[src/rtl/counter_updn_mod.sv]
// Up/down modulo-(MAX_VAL+1) counter with parallel load, wrap or saturate mode,
// registered compare flag and a combinational carry for building longer chains.
module counter_updn_mod #(
    parameter int          WIDTH   = 8,
    parameter int unsigned MAX_VAL = 255,
    parameter bit          SAT     = 1'b0
) (
    input  logic             CLK,
    input  logic             RST_,
    input  logic             CE,
    input  logic             CI,
    input  logic             M,
    input  logic             LD,
    input  logic [WIDTH-1:0] D,
    input  logic [WIDTH-1:0] CMP,
    output logic [WIDTH-1:0] Q,
    output logic             CO,
    output logic             TC,
    output logic             MATCH
);

    localparam logic [WIDTH-1:0] MAX_Q = MAX_VAL[WIDTH-1:0];

    generate
        if (WIDTH < 2 || WIDTH > 32) begin : g_bad_width
            $error("counter_updn_mod: WIDTH must be in 2..32");
        end
        if (MAX_VAL == 0 || 64'(MAX_VAL) > ((64'd1 << WIDTH) - 64'd1)) begin : g_bad_max
            $error("counter_updn_mod: MAX_VAL must be in 1..2**WIDTH-1");
        end
    endgenerate

    logic [WIDTH-1:0] q_reg;
    logic [WIDTH-1:0] q_next;
    logic [WIDTH-1:0] q_inc;
    logic [WIDTH-1:0] q_dec;
    logic             co_reg;
    logic             co_next;
    logic             match_reg;
    logic             count_en;
    logic             at_zero;
    logic             at_max;

    assign count_en = CE & CI;
    assign at_zero  = (q_reg == '0);
    assign at_max   = (q_reg == MAX_Q);
    assign q_inc    = q_reg + 1'b1;
    assign q_dec    = q_reg - 1'b1;

    // Carry-out is purely combinational so a cascaded stage sees it in the same cycle.
    assign TC = count_en & (M ? at_zero : at_max);

    always_comb begin
        q_next  = q_reg;
        co_next = 1'b0;
        if (LD) begin
            q_next = (D > MAX_Q) ? MAX_Q : D;
        end else if (count_en) begin
            if (!M) begin
                if (!at_max) begin
                    q_next  = q_inc;
                    co_next = SAT & (q_inc == MAX_Q);
                end else begin
                    q_next  = SAT ? q_reg : '0;
                    co_next = ~SAT;
                end
            end else begin
                if (!at_zero) begin
                    q_next  = q_dec;
                    co_next = SAT & (q_dec == '0);
                end else begin
                    q_next  = SAT ? q_reg : MAX_Q;
                    co_next = ~SAT;
                end
            end
        end
    end

    always_ff @(posedge CLK) begin
        if (!RST_) begin
            q_reg     <= '0;
            co_reg    <= 1'b0;
            match_reg <= 1'b0;
        end else begin
            q_reg     <= q_next;
            co_reg    <= co_next;
            match_reg <= (q_next == CMP);
        end
    end

    assign Q     = q_reg;
    assign CO    = co_reg;
    assign MATCH = match_reg;

endmodule

[config.mk]
export PLATFORM = sky130hd
export DESIGN_NAME = counter_updn_mod
export DESIGN_NICKNAME = d
export VERILOG_FILES = /design/src/rtl/counter_updn_mod.sv
export SDC_FILE = /design/constraint.sdc
export NUM_CORES = 1
export LEC_CHECK = 0
export ABC_AREA = 0
export ABC_CLOCK_PERIOD_IN_PS = 3500
export CORE_MARGIN = 3
export CORE_UTILIZATION = 35
export CTS_BUF_LIST = sky130_fd_sc_hd__clkbuf_8
export CTS_CLUSTER_SIZE = 25
export DETAILED_ROUTE_END_ITERATION = 8
export GPL_TIMING_DRIVEN = 0
export HOLD_SLACK_MARGIN = 0.06
export SLEW_MARGIN = 15
export SYNTH_ARGS = -nofsm -noshare
export SYNTH_HDL_FRONTEND = slang
export SYNTH_SLANG_ARGS = --single-unit
[constraint.sdc]
create_clock -name CLK -period 3.5 [get_ports CLK]
set_clock_uncertainty 0.15 [all_clocks]
set_input_delay 0.875 -clock CLK [delete_from_list [all_inputs] [get_ports CLK]]
set_output_delay 0.875 -clock CLK [all_outputs]
set_load 0.02 [all_outputs]
==> results.toml <==
[clock_tree]
postCtsSetupBuffers = 0
tritoncts.num_buffers = 3
cts.htree.levels = 1
clock-sinks = 10
cts_tree = "done"
cts-root-buf = "sky130_fd_sc_hd__clkbuf_8"
clockBufferDepth = 2
post_cts_hold_buffers = 0
clk_transition_reported_paths_ns = 0.05
clock_insertion_delay_at_the_later_pin_of_the_skew_report_ns = 0.24

[cells_and_area]
most-common-layout-cells = "sky130_fd_sc_hd__clkdlybuf4s50_1 (30), sky130_fd_sc_hd__dfxtp_1 (10), sky130_fd_sc_hd__nand2_1 (10)"
n_fill_cell = 275
proportion_of_layout_cells_with_a_drive_suffix_above_1_pct = 8.671
insertedDiodeCount = 0
layout_commonest_cell = "sky130_fd_sc_hd__clkdlybuf4s50_1"
multiInputGateArea_um2 = 777.0
final-seq-area_um2 = 200.2
fin_util_pct = 52.23
finish.net_count = 199
areaGrowthSynthToFinish_pct = 41.41

[routing]
first_pass_iters = 4
post-route-drc-count = 0
routedWlPerCell_um = 15.21
route.vias.total = 1165
vias_per_cell = 5.711
drt-total-wl_um = 3103
detail_route.iter0.violations = 36
drtAntennaViolNets = 0

[synth]
yosys_register_bits = 10
proportion_of_synthesized_chip_area_in_sequential_cells_pct = 19.49
postSynthNetCount = 163
ys_types = 45
synth_top_flop_cell = "sky130_fd_sc_hd__dfxtp_1"
async_reset_ff_share_pct = 0
syn_inst = 138
mappedNetlistArea_um2 = 1027
synth_edf_count = 0
synth.avg_cell_area_um2 = 7.444
yosysWarningCount = 0

[place]
dp_hpwl_um = 2397
place.port_buffers = 31
gp_routability_congestion = 0.8432
placement.setup.worst_slack_ns = -0.3737

[setup_path]
r2r_setup_slack_ns = 0.61
worst_setup_path_end_kind = "output port"
worst_path_cell_with_the_longest_stage_delay = "sky130_fd_sc_hd__clkdlybuf4s50_1"
worst-path-buf-inv = 4
critical_path.max_fanout = 4
setup.worst_path.start_class = "input port"
critPathTopFamily = "buffers and inverters"
worst_path_most_repeated_cell = "sky130_fd_sc_hd__inv_1"
worst_path_largest_cell_delay_ns = 0.53
path_class = "input port to output port"
cp.required_ns = 2.47
critical_path_arrival_ns = 2.39
path_cells = "clkdlybuf4s50_1, inv_1, nor4_4, inv_1, a21oi_2, clkdlybuf4s15_2"

[global_routing]
number_of_global_route_vias_before_repair = 1122
globalRouteTotalUtil_pct = 19.04
global_route_overflow = 0
grt_start_max_net_pins = 11
antenna_violations_before_repair = 0
first_pass_grt_wire_length_um = 5175

[die]
core_um2 = 2781
floorplan.die_area_um2 = 3621
die-width_um = 60.18
rows = 19
floorplan.initialDensity_pct = 36.93
ios = 33
die_h_um = 60.18

[power]
vdd.ir_drop.worst_mv = 0.3356
leakagePower_nw = 0.5508
power.density_cell_area_nw_per_um2 = 304.9

[timing]
grt_setup_unrepaired = "false"
tightestPinTransition_ns = 0.4731
report.final.setup_viol = 0
fmax_mhz = 293.0
max-slew-margin-rel_pct = 68.46
period_share_pct = 97.52
timing_max_transition_violations_final = 0
final_critical_path_setup_slack_ns = 0.08663
finalCriticalPeriod_ns = 3.413
timing.final.hold_violations = 0

[status]
run_status = "finished, final reports clean"

[run]
max_cap_violations = 0

[worst_hold_path]
hp-class = "flop to flop"
[metrics by stage]
step	hold WS, ns	instances	power, mW	TNS, ns	instance area, um^2
after floorplan	0.4987	138	0.2306	0	1027
after global placement	0.4923	200	0.2937	-0.4221	1376
after detailed placement	0.4830	200	0.2945	-0.3914	1376
after CTS	0.4964	204	0.4437	0	1441
after global routing	0.5409	204	0.4700	0	1453
final	0.5126	204	0.4429	0	1453
[state kept, by name (all words and copies together), names as in the netlist]
name,cells
CO,1
MATCH,1
Q,8
[area by class of cell]
type,instances,area share (%)
inverter,8,2.067
sequential,10,13.78
tap,31,2.670
multi-input combinational,112,53.49
buffer,8,2.756
clock buffer,4,3.790
timing repair buffer,31,21.45
[Yosys cell counts, drive strengths merged (3+ instances only)]
library cell	count	area share [%]
inv	8	2.9
and3	4	2.4
ha	3	3.7
o21ai	10	4.9
a31oi	6	3.7
xnor2	6	5.1
xor2	7	6.0
nor2	4	1.5
nor2b	6	3.7
nand3	5	2.4
a21oi	10	4.9
dfxtp	10	19
clkbuf	5	1.8
mux2i	4	3.9
nor3	4	1.9
buf	3	2.1
and2	3	1.8
nand2	10	3.7
[final timing paths]
path | cells after the start | to | start
setup / recovery | 6 | TC | M
hold / removal | 2 | Q[5] | Q[5]
setup reg to reg | 8 | MATCH | Q[3]
hold reg to reg | 2 | Q[5] | Q[5]
[worst register-to-register path: cells and delay by family (launching register included)]
family	cells	cell delay, ns
buffers and inverters	1	0.17
AND/OR/NAND/NOR	3	1.19
flip-flops	1	0.30
AO/OA/AOI/OAI	4	0.99
[metal layers]
layer  track usage (%)  up-vias  part of all wire (%)
li1                  -      575                     -
met1             26.06      538                    47
met2             30.40       47                    46
met3             1.728        5                   5.8
met4             7.595        0                   1.8
met5                 0        -                     0
[power by group]
| group | switching [mW] | internal, mW | total, mW |
|---|---|---|---|
| clock | 0.0466 | 0.0990 | 0.146 |
| sequential | 0.00918 | 0.121 | 0.130 |
| combinational | 0.0875 | 0.0795 | 0.167 |
| total | 0.143 | 0.300 | 0.443 |
[kinds of logic after synthesis]
group	share of synthesized area, %
adder cells (fa/ha/maj)	3.654
XOR/XNOR	11.08
AND/OR/NAND/NOR	25.58
multiplexers	3.898
buffers and inverters	6.821
flip-flops	19.49
AO/OA/AOI/OAI	29.48
[timing repair]
| item | CTS | global route |
|---|---|---|
| gates resized for setup | 4 | 2 |
| setup endpoints to repair | 1 | 2 |
| pin swaps | 0 | 1 |
No activity file was read; power rests on OpenSTA's default activity.
